<file path="src/rtl/ram_corrupt_pkg.sv">
// Purpose: shared types and defaults for the corrupt-flag RAM controller.
// Latency: n/a (types, constants and a pure helper function only).
// Backpressure: n/a.
// Contents: ctrl_state_t (WALK/RUN), DEPTH_DEF/ADDR_W_DEF defaults, addr_in_range().
package ram_corrupt_pkg;

  typedef enum logic {
    WALK = 1'b0,
    RUN  = 1'b1
  } ctrl_state_t;

  localparam int DEPTH_DEF  = 12;
  localparam int ADDR_W_DEF = 4;

  // Addresses are widened to 32 bits by the caller so one helper serves any ADDR_W.
  function automatic logic addr_in_range(input logic [31:0] addr, input logic [31:0] depth);
    return addr < depth;
  endfunction

endpackage

</file>
<file path="src/rtl/ram_corrupt_ctrl.sv">
// Purpose: clear-walk, write arbiter (clear > fill) and registered read port for a DEPTHx1 corrupt-flag RAM.
// Latency: writes reach the RAM port combinationally; read response and addr_err one cycle after acceptance.
// Backpressure: all readies low while walking or on a flush cycle; fill_ready also low while clr_valid is high.
// Ports: clock/reset (async, active-high); flush, busy; fill_* and clr_* write requesters;
//        rd_* request plus rd_resp_* registered response; addr_err; mem_r_* / mem_w_* RAM-side port.
module ram_corrupt_ctrl
  import ram_corrupt_pkg::*;
#(
  parameter int DEPTH  = DEPTH_DEF,
  parameter int ADDR_W = ADDR_W_DEF
) (
  input  logic              clock,
  input  logic              reset,
  input  logic              flush,
  output logic              busy,
  input  logic              fill_valid,
  output logic              fill_ready,
  input  logic [ADDR_W-1:0] fill_addr,
  input  logic              fill_data,
  input  logic              clr_valid,
  output logic              clr_ready,
  input  logic [ADDR_W-1:0] clr_addr,
  input  logic              rd_valid,
  output logic              rd_ready,
  input  logic [ADDR_W-1:0] rd_addr,
  output logic              rd_resp_valid,
  output logic              rd_resp_data,
  output logic              addr_err,
  output logic [ADDR_W-1:0] mem_r_addr,
  output logic              mem_r_en,
  input  logic              mem_r_data,
  output logic [ADDR_W-1:0] mem_w_addr,
  output logic              mem_w_en,
  output logic              mem_w_data
);

  ctrl_state_t       state;
  logic [ADDR_W-1:0] walk_cnt;

  logic              run_open;
  logic              clr_acc;
  logic              fill_acc;
  logic              rd_acc;
  logic              wr_acc;
  logic [ADDR_W-1:0] wr_addr;
  logic              wr_data;
  logic              wr_in_range;
  logic              rd_in_range;
  logic              rd_data_nxt;

  // A flush cycle accepts nothing, so the walk starts from a quiet RAM port.
  assign run_open   = (state == RUN) && !flush;
  assign clr_ready  = run_open;
  assign fill_ready = run_open && !clr_valid;
  assign rd_ready   = run_open;

  assign clr_acc  = clr_valid && clr_ready;
  assign fill_acc = fill_valid && fill_ready;
  assign rd_acc   = rd_valid && rd_ready;
  assign wr_acc   = clr_acc || fill_acc;

  // clr_acc and fill_acc are mutually exclusive by construction of fill_ready.
  assign wr_addr = clr_acc ? clr_addr : fill_addr;
  assign wr_data = clr_acc ? 1'b0 : fill_data;

  assign wr_in_range = addr_in_range(32'(wr_addr), 32'(DEPTH));
  assign rd_in_range = addr_in_range(32'(rd_addr), 32'(DEPTH));

  always_comb begin
    mem_w_en   = 1'b0;
    mem_w_addr = wr_addr;
    mem_w_data = wr_data;
    if (reset) begin
      mem_w_en = 1'b0;
    end else if (state == WALK) begin
      mem_w_en   = 1'b1;
      mem_w_addr = walk_cnt;
      mem_w_data = 1'b0;
    end else begin
      // Out-of-range writes still handshake but never touch the RAM.
      mem_w_en = wr_acc && wr_in_range;
    end
  end

  assign mem_r_en   = rd_acc;
  assign mem_r_addr = rd_addr;

  // The RAM only commits the write at the clock edge, so a same-cycle write
  // to the read address must be forwarded around the array.
  always_comb begin
    rd_data_nxt = mem_r_data;
    if (!rd_in_range) begin
      rd_data_nxt = 1'b0;
    end else if (wr_acc && wr_in_range && (wr_addr == rd_addr)) begin
      rd_data_nxt = wr_data;
    end
  end

  always_ff @(posedge clock or posedge reset) begin
    if (reset) begin
      state         <= WALK;
      walk_cnt      <= '0;
      busy          <= 1'b1;
      rd_resp_valid <= 1'b0;
      rd_resp_data  <= 1'b0;
      addr_err      <= 1'b0;
    end else begin
      rd_resp_valid <= rd_acc;
      addr_err      <= (wr_acc && !wr_in_range) || (rd_acc && !rd_in_range);
      if (rd_acc) begin
        rd_resp_data <= rd_data_nxt;
      end
      case (state)
        WALK: begin
          if (flush) begin
            walk_cnt <= '0;
          end else if (walk_cnt == ADDR_W'(DEPTH - 1)) begin
            walk_cnt <= '0;
            state    <= RUN;
            busy     <= 1'b0;
          end else begin
            walk_cnt <= walk_cnt + ADDR_W'(1);
          end
        end
        RUN: begin
          if (flush) begin
            walk_cnt <= '0;
            state    <= WALK;
            busy     <= 1'b1;
          end
        end
      endcase
    end
  end

endmodule

</file>
<file path="config.mk">
export PLATFORM = sky130hd
export DESIGN_NAME = ram_corrupt_ctrl
export DESIGN_NICKNAME = d
export VERILOG_FILES = /design/src/rtl/ram_corrupt_pkg.sv /design/src/rtl/ram_corrupt_ctrl.sv
export SDC_FILE = /design/constraint.sdc
export NUM_CORES = 1
export LEC_CHECK = 0
export BUFFER_PORTS_ARGS = -buffer_cell sky130_fd_sc_hd__buf_4
export CAP_MARGIN = 20
export CORE_AREA = 2 2 47 49
export DETAILED_ROUTE_END_ITERATION = 16
export DIE_AREA = 0 0 49 51
export PLACE_DENSITY_LB_ADDON = 0.3
export SYNTH_ARGS = -nofsm -noshare
export SYNTH_HDL_FRONTEND = slang
export SYNTH_SLANG_ARGS = --single-unit
</file>
<file path="constraint.sdc">
create_clock -name clock -period 2 [get_ports clock]
set_input_delay 0.2 -clock clock [delete_from_list [all_inputs] [get_ports clock]]
set_output_delay 0.2 -clock clock [all_outputs]
set_load 0.05 [all_outputs]
</file>
* Yosys cells after proc, flatten, opt, wreduce, memory -nomap -nowiden
Cells that the tools add are included.
** Storage, ports and cells
- Register bits :: 9
- Bits of input ports :: 20
- Output and inout bits :: 18
- Logic and storage cells :: 53
** Cells by class
- $add $sub $neg :: 1
- Order comparisons :: 2
- Equality and inequality tests :: 5
- Muxes and demuxes :: 22
- Bitwise logic cells :: 1
- Reductions and logical operators :: 16
** Operators by type and width (number)
- $mux 4 :: 6
- $mux 1 :: 13
- $logic_and 1x1->1 :: 9
- $lt 4x4->1 const B :: 2
- $pmux 4 s2 :: 1
- $add 4x1->4 const B :: 1
- $eq 4x4->1 :: 1
- $eq 4x4->1 const B :: 1
- $logic_not 1->1 :: 4
- $ne 2x2->1 const B :: 2
- $pmux 1 s2 :: 2
- $reduce_and 3->1 :: 1
- $logic_or 1x1->1 :: 2
- $ne 2x1->1 const B :: 1
- $not 1->1 :: 1

* Logic depth before layout (Yosys ltp)
Gate-level depths: netlist (run 1).
- Word-level depth :: 9
- Gate-level depth with buffers :: 7
- Gate-level depth less buffers :: 5

* Worst setup path after synthesis (run 1)
Ideal clock, no wire load.
- Kind :: flip-flop to output port
- From :: register state
- To :: output port mem_w_en
- Data arrival time :: 1.957 ns
- Required time :: 1.800 ns
- Setup slack :: -0.157 ns
- Stages on the path, launching flop included :: 5
- Path buffers :: 0
- Cell sequence :: dfrtp_1 and2b_4 o21ai_1 a311o_1 a21oi_1
** On the way
- Word-level cells in the longest chain between the ends :: 7
- Elaborated cells between the ends (all ways) :: 10
- Classes of those cells :: order compare: 1; mux: 3; reduce/logical: 6
** Ends and longest elaborated chain
- start, declared :: RTL line ram_corrupt_ctrl.sv:37 : ctrl_state_t state;
- start signal, assigned :: RTL line ram_corrupt_ctrl.sv:101 : state <= WALK;
- start signal, assigned :: RTL line ram_corrupt_ctrl.sv:119 : state <= RUN;
- start signal, assigned :: RTL line ram_corrupt_ctrl.sv:128 : state <= WALK;
- $logic_and 1x1->1 * :: RTL line ram_corrupt_ctrl.sv:52 : assign run_open = (state == RUN) && !flush;
- net clr_ready :: RTL line ram_corrupt_ctrl.sv:21 : output logic clr_ready,
- $logic_and 1x1->1, on equally long branches :: RTL line ram_corrupt_ctrl.sv:57, ram_corrupt_ctrl.sv:54
- $mux 4 or $logic_and 1x1->1 (tied branches) :: RTL line ram_corrupt_ctrl.sv:63, ram_corrupt_ctrl.sv:58
- $lt 4x4->1 or $logic_or 1x1->1 (tied branches) :: RTL line ram_corrupt_pkg.sv:17, ram_corrupt_ctrl.sv:60
- $logic_and 1x1->1 * :: RTL line ram_corrupt_ctrl.sv:81 : mem_w_en = wr_acc && wr_in_range;
- $mux 1 * :: RTL line ram_corrupt_ctrl.sv:75 : end else if (state == WALK) begin
- $mux 1 * :: RTL line ram_corrupt_ctrl.sv:73 : if (reset) begin
- end, declared :: RTL line ram_corrupt_ctrl.sv:33 : output logic mem_w_en,
Mark *: on every way through the listed nets, which the timed path passes. The rest lies on a longest branch.

* Worst setup path after layout (run 1)
- From :: register state
- To :: output port mem_w_en
** On the way
- Word-level cells in the longest chain between the ends :: 7
- Elaborated cells between the ends (all ways) :: 10
- Classes of those cells :: order compare: 1; mux: 3; reduce/logical: 6
** Ends and longest elaborated chain (RTL line)
- $logic_and 1x1->1 :: ram_corrupt_ctrl.sv:52
- $logic_and 1x1->1, on equally long branches :: ram_corrupt_ctrl.sv:57, ram_corrupt_ctrl.sv:54
- $mux 4 or $logic_and 1x1->1 (tied branches) :: ram_corrupt_ctrl.sv:63, ram_corrupt_ctrl.sv:58
- $lt 4x4->1 or $logic_or 1x1->1 (tied branches) :: ram_corrupt_pkg.sv:17, ram_corrupt_ctrl.sv:60
- $logic_and 1x1->1 :: ram_corrupt_ctrl.sv:81
- $mux 1 * :: ram_corrupt_ctrl.sv:75
- $mux 1 * :: ram_corrupt_ctrl.sv:73
Every way passes the cells marked *; elsewhere a longest branch is shown, timed or not.

==> impl_metrics.py, run 1 <==
metrics = {
    "logic_synthesis": {
        "synth_top_family_by_area": "simple AND/OR/NAND/NOR gates",
        "yosys.area_share.simple_pct": 25.17,
        "synth-edff-count": 0,
        "synth_top_area_share_pct": 26.85,
        "ys_ff_latch": 9,
        "muxShareOfSynthArea_pct": 8.054,
        "synthesis.nets": 109,
        "syn_area_um2": 745.7,
        "synth.distinct_cells": 36,
        "ys.flop_type": "dfrtp_1",
        "ys_seq_area_share_pct": 30.37,
        "synth_area_leaders": "dfrtp_1, mux2i_1, a21oi_1, nor2_1, buf_4",
        "syn_avg_cell_area_um2": 8.474,
        "synth-compound-area-share_pct": 19.13,
        "synth-async-reset-ratio_pct": 100.0,
        "synth_area_leader_cell": "dfrtp_1",
        "synth_fa_ha_area_share_pct": 1.678,
        "synth_common_cells": "a21oi_1, nor2_1, dfrtp_1, mux2i_1, nand2_1",
        "synth-xor-area-share_pct": 4.530,
        "ys.warnings.count": 0,
        "syn_inst": 88,
    },
    "detailed_routing": {
        "drc": 0,
        "via_count": 714,
        "drt_iter0_markers": 19,
        "ant_nets": 0,
        "wl_per_cell_um": 11.60,
        "vias_per_cell": 4.760,
        "wl_mm": 1.740,
        "dr.pass1.iters": 4,
    },
    "sta": {
        "setup_violations": 0,
        "finalCritPeriodShare_pct": 95.96,
        "rsz0062_at_grt": "false",
        "fin_setup_tns_ps": 0,
        "worst_slew_pin_slew_ps": 353.0,
        "hold_slack_ps": 178.7,
        "slew_violations": 0,
        "relSlewSlack_pct": 75.80,
        "finClkSkew_ps": 0.9724,
        "post-route-min-period_ps": 1919,
        "max_freq_mhz": 521.1,
        "hold_violations": 0,
    },
    "floorplanning": {
        "io_pins": 38,
        "dieHeight_um": 51,
        "core_area_um2": 2063,
        "die_area_um2": 2499,
        "rows": 17,
        "die_w_um": 49,
        "start_util_pct": 36.14,
    },
    "pwr": {
        "vdd_drop_max_uv": 374.8,
        "power_density_nw_per_um2": 501.7,
        "power_leakage_nw": 0.5364,
    },
    "worst_setup_path": {
        "cp.required_ps": 1800,
        "cp_top_family": "compound AO/OA/AOI/OAI gates",
        "slowest_stage": "dfrtp_2",
        "crit_path_cell_trace": "and2b_4 -> o21ai_1 -> a311o_1 -> a21oi_2 -> buf_4",
        "worst-r2r-cell-count": 5,
        "arrival_ps": 1720,
        "path_buf_inv": 1,
        "worstPathMaxFanout": 9,
        "rr_startpoint": "state$_DFF_PP0_",
        "end_kind": "output pin",
        "reg2reg_slack_ps": 260,
        "slowest_delay_ps": 460,
        "r2r-end": "rd_resp_data$_DFFE_PP0P_",
        "critPathKind": "flop to output pin",
        "cp-start-kind": "flop",
    },
    "final_layout": {
        "drive_above_1_share_pct": 40.98,
        "fillers": 204,
        "syn_to_final_growth_pct": 39.43,
        "seq_area_um2": 227.7,
        "fin_area_um2": 1040,
        "multi_input_area_um2": 440.4,
        "diodes": 0,
        "layout.nets": 144,
        "final_util_pct": 50.39,
    },
    "global_route": {
        "grt_overflow": 0,
        "grt_use_total_pct": 13.92,
        "grt_pass1_vias": 630,
        "grt_pass1_wl_mm": 2.718,
        "grt_max_degree": 13,
        "antenna_found_initial": 0,
    },
    "clocking": {
        "clock_latency_ps": 250,
        "ctsLongestPathBuffers": 2,
        "root_buffer": "clkbuf_4",
        "tritoncts": "yes",
        "cts.clk_slew.worst_paths_ps": 60,
        "h-tree-depth": 1,
        "cts_sinks": 9,
        "numCtsBuffers": 3,
    },
    "worst_hold_path": {
        "hold_start": "flush",
        "holdCritPathClass": "input pin to flop",
        "min_to": "state$_DFF_PP0_",
        "whs_path_depth": 2,
    },
    "placed_design": {
        "dpl.hpwl_mm": 1.407,
        "place_congestion": 0.8188,
        "port-buffer-count": 37,
        "post_dp_cell_area_um2": 1002,
    },
    "status": {
        "status": "finished clean",
    },
    "run": {
        "cap_violations": 0,
    },
}
==> where the power goes <==
part | total (mW) | switching, mW | internal, mW
logic | 0.186 | 0.113 | 0.0729
registers | 0.201 | 0.00847 | 0.193
clock network | 0.134 | 0.0576 | 0.0765
total | 0.522 | 0.180 | 0.342
==> worst max path at each step <==
stage,from,end,cells after the start
2_1_floorplan,state$_DFF_PP0_,mem_w_en,4
3_3_place_gp,state$_DFF_PP0_,rd_resp_data$_DFFE_PP0P_,5
3_5_place_dp,state$_DFF_PP0_,rd_resp_data$_DFFE_PP0P_,5
4_1_cts,state$_DFF_PP0_,mem_w_en,5
5_1_grt,state$_DFF_PP0_,mem_w_en,5
6_report,state$_DFF_PP0_,mem_w_en,5
==> layer usage <==
layer / GRT usage (%) / wire (um) / vias up
li1: - / - / 373
met1: 19.53 / 844 / 317
met2: 21.00 / 791 / 22
met3: 1.754 / 96 / 2
met4: 7.143 / 8 / 0
met5: 0 / 0 / -
==> final cells by class <==
type / instances / area share (%)
Multi-Input combinational cell: 66 / 42.36
Sequential cell: 9 / 21.90
Clock buffer: 4 / 2.527
Timing Repair Buffer: 39 / 28.40
Inverter: 4 / 1.444
Tap cell: 28 / 3.369
==> cells in the final DEF (no fill, tap or decap), types with 2 or more instances in the layout <==
master	instances
a21oi_1	10
and2_1	2
buf_4	38
clkbuf_4	3
dfrtp_1	7
inv_1	4
mux2i_1	6
nand2_1	6
nand2b_1	2
nor2_1	11
nor2b_1	2
o21ai_0	3
o21ai_1	2
==> sequential cells by signal, indices dropped and copies added (netlist names) <==
signal	count
busy	1
state	1
rd_resp_valid	1
walk_cnt	4
rd_resp_data	1
addr_err	1
==> logic make-up after synthesis <==
group                    count (synthesis)
flip-flops                               9
XOR/XNOR                                 3
AO/OA/AOI/OAI                           24
AND/OR/NAND/NOR                         32
multiplexers                             6
buffers and inverters                   13
adder cells (fa/ha/maj)                  1
==> metrics by stage <==
| stage | total power, mW | worst slack (ps) | std cells |
|---|---|---|---|
| floorplan | 0.3234 | 136.8 | 88 |
| global placement | 0.3889 | 257.7 | 145 |
| detailed placement | 0.3901 | 154.8 | 145 |
| CTS | 0.5317 | 59.78 | 150 |
| global route | 0.5509 | 3.241 | 150 |
| finish | 0.5217 | 80.81 | 150 |
==> what timing repair did <==
item | CTS | global route
gates resized for setup | 1 | 0
endpoints found under the setup margin | 1 | 0
hold buffers | 1 | 0
setup buffers | 0 | 0
hold endpoints to repair | 8 | 0
(Power assumes the default switching activity.)
==> run 2, diff against run 1 <==
--- a/config.mk
+++ b/config.mk
@@ -7,9 +7,11 @@
 export LEC_CHECK = 0
 export BUFFER_PORTS_ARGS = -buffer_cell sky130_fd_sc_hd__buf_4
 export CAP_MARGIN = 20
-export CORE_AREA = 2 2 47 49
+export CELL_PAD_IN_SITES_DETAIL_PLACEMENT = 1
+export CELL_PAD_IN_SITES_GLOBAL_PLACEMENT = 1
+export CORE_AREA = 2 2 53 55
 export DETAILED_ROUTE_END_ITERATION = 16
-export DIE_AREA = 0 0 49 51
+export DIE_AREA = 0 0 55 57
 export PLACE_DENSITY_LB_ADDON = 0.3
 export SYNTH_ARGS = -nofsm -noshare
 export SYNTH_HDL_FRONTEND = slang
==> impl_metrics.py, run 2 (same netlist as run 1, synthesis figures left out) <==
metrics = {
    "placed_design": {
        "place_congestion": 0.8196,
        "dpl.hpwl_mm": 1.710,
        "post_dp_cell_area_um2": 1006,
        "port-buffer-count": 37,
    },
    "worst_setup_path": {
        "end_kind": "output pin",
        "crit_path_cell_trace": "and2b_4 -> o21ai_1 -> a311o_1 -> a21oi_2 -> buf_4",
        "startpoint": "state$_DFF_PP0_",
        "worst-path-stages": 5,
        "arrival_ps": 1680,
        "worst-r2r-cell-count": 5,
        "rr_startpoint": "state$_DFF_PP0_",
        "cp_top_family": "compound AO/OA/AOI/OAI gates",
        "cp.required_ps": 1800,
        "crit_end": "mem_w_en",
        "r2r-end": "rd_resp_data$_DFFE_PP0P_",
        "worstPathMaxFanout": 5,
        "path_buf_inv": 1,
        "critPathKind": "flop to output pin",
        "cp-start-kind": "flop",
        "slowest_delay_ps": 400,
        "reg2reg_slack_ps": 320,
        "slowest_stage": "dfrtp_2",
    },
    "global_route": {
        "grt_pass1_wl_mm": 3.532,
        "grt_overflow": 0,
        "grt_pass1_vias": 768,
        "antenna_found_initial": 0,
        "grt_max_degree": 13,
        "grt_use_total_pct": 14.99,
    },
    "final_layout": {
        "drive_above_1_share_pct": 40.98,
        "fin_area_um2": 1044,
        "mostFrequentLayoutCells": "buf_4, nor2_1, a21oi_1",
        "largest_register_ffs": 4,
        "top_register": "walk_cnt",
        "syn_to_final_growth_pct": 39.93,
        "diodes": 0,
        "layout.nets": 144,
        "final_common_cell": "buf_4",
    },
    "detailed_routing": {
        "wl_mm": 2.144,
        "wl_met1_um": 967,
        "wl_met2_mm": 1.044,
        "ant_nets": 0,
        "drt_iter0_markers": 6,
        "wl_per_cell_um": 14.01,
        "met3_length_um": 97,
        "drc": 0,
        "top_layer_used": "met4",
        "vias_per_cell": 4.797,
        "dr.pass1.iters": 4,
        "via_count": 734,
    },
    "clocking": {
        "clock_latency_ps": 260,
        "cts_sinks": 9,
        "root_buffer": "clkbuf_4",
        "ctsLongestPathBuffers": 2,
        "tritoncts": "yes",
        "post_cts_buffers": 0,
        "cts.clk_slew.worst_paths_ps": 60,
        "h-tree-depth": 1,
        "numCtsBuffers": 3,
    },
    "floorplanning": {
        "core_area_um2": 2615,
        "rows": 19,
        "dieHeight_um": 57,
        "start_util_pct": 28.52,
        "die_area_um2": 3135,
        "io_pins": 38,
        "die_w_um": 55,
    },
    "status": {
        "status": "finished clean",
    },
    "pwr": {
        "vdd_drop_max_uv": 333.8,
        "power_leakage_nw": 0.5364,
        "power_density_nw_per_um2": 510.7,
    },
    "sta": {
        "relSlewSlack_pct": 78.57,
        "worst_slew_pin_slew_ps": 312.6,
        "setup_violations": 0,
        "slew_violations": 0,
        "hold_violations": 0,
        "finClkSkew_ps": 3.421,
        "rsz0062_at_grt": "false",
        "post-route-min-period_ps": 1877,
        "fin_setup_tns_ps": 0,
        "finalCritPeriodShare_pct": 93.86,
        "max_freq_mhz": 532.7,
    },
    "worst_hold_path": {
        "holdCritPathClass": "input pin to flop",
    },
    "run": {
        "cap_violations": 0,
    },
}
-- run 2: per-layer routing --
| metal | vias up | global-route usage (%) |
|---|---|---|
| met4 | 0 | 6.272 |
| met3 | 4 | 0.7853 |
| met1 | 339 | 20.90 |
| li1 | 372 | - |
| met5 | - | 0 |
| met2 | 19 | 23.81 |
-- run 2: worst reg2reg max path, stage by stage, from the launching register on --
cell and delay [ps]:
dfrtp_2 400, and2b_4 190, o21ai_1 80, a311o_1 380, nor4_2 340, mux2i_1 210
-- run 2: power breakdown --
part / internal, mW / switching [mW]
clock: 0.0771 / 0.0660
sequential: 0.193 / 0.00878
combinational: 0.0730 / 0.115
-- run 2: worst min path at each step --
| stage | startpoint | endpoint | slack [ps] | cells past startpoint |
|---|---|---|---|---|
| CTS | flush | walk_cnt[3]$_DFFE_PP0P_ | 160 | 2 |
| global route | flush | walk_cnt[3]$_DFFE_PP0P_ | 180 | 2 |
| detailed placement | reset | addr_err$_DFF_PP0_ | 210 | 2 |
| global placement | reset | walk_cnt[2]$_DFFE_PP0P_ | 210 | 2 |
| floorplan | reset | addr_err$_DFF_PP0_ | 30 | 1 |
| finish | flush | state$_DFF_PP0_ | 160 | 2 |
-- run 2: stage by stage --
stage          hold slack [ps]  utilization, %  cells  worst slack [ps]  power, mW
6_report                 161.4           39.90    153             122.7     0.5330
5_1_grt                  181.2           39.90    153             39.22     0.5643
4_1_cts                  159.5           39.86    153             69.35     0.5409
3_5_place_dp             209.2           38.47    148             273.3     0.3920
3_3_place_gp             207.0           38.47    148             349.5     0.3916
2_1_floorplan            27.20               -     88             136.8     0.3234
-- run 2: final cells by class --
type / instances / area (um^2)
fill: 336 / 1572
inverter: 4 / 15.01
multi-input combinational: 66 / 440.4
timing repair buffer: 39 / 295.3
clock buffer: 4 / 26.28
sequential: 9 / 227.7
tap: 31 / 38.79
-- run 2: timing repair --
item,4_1_cts,5_1_grt
endpoints found under the setup margin,0,2
gates resized for setup,0,1
endpoints found under the hold margin,8,0
hold buffers,1,0
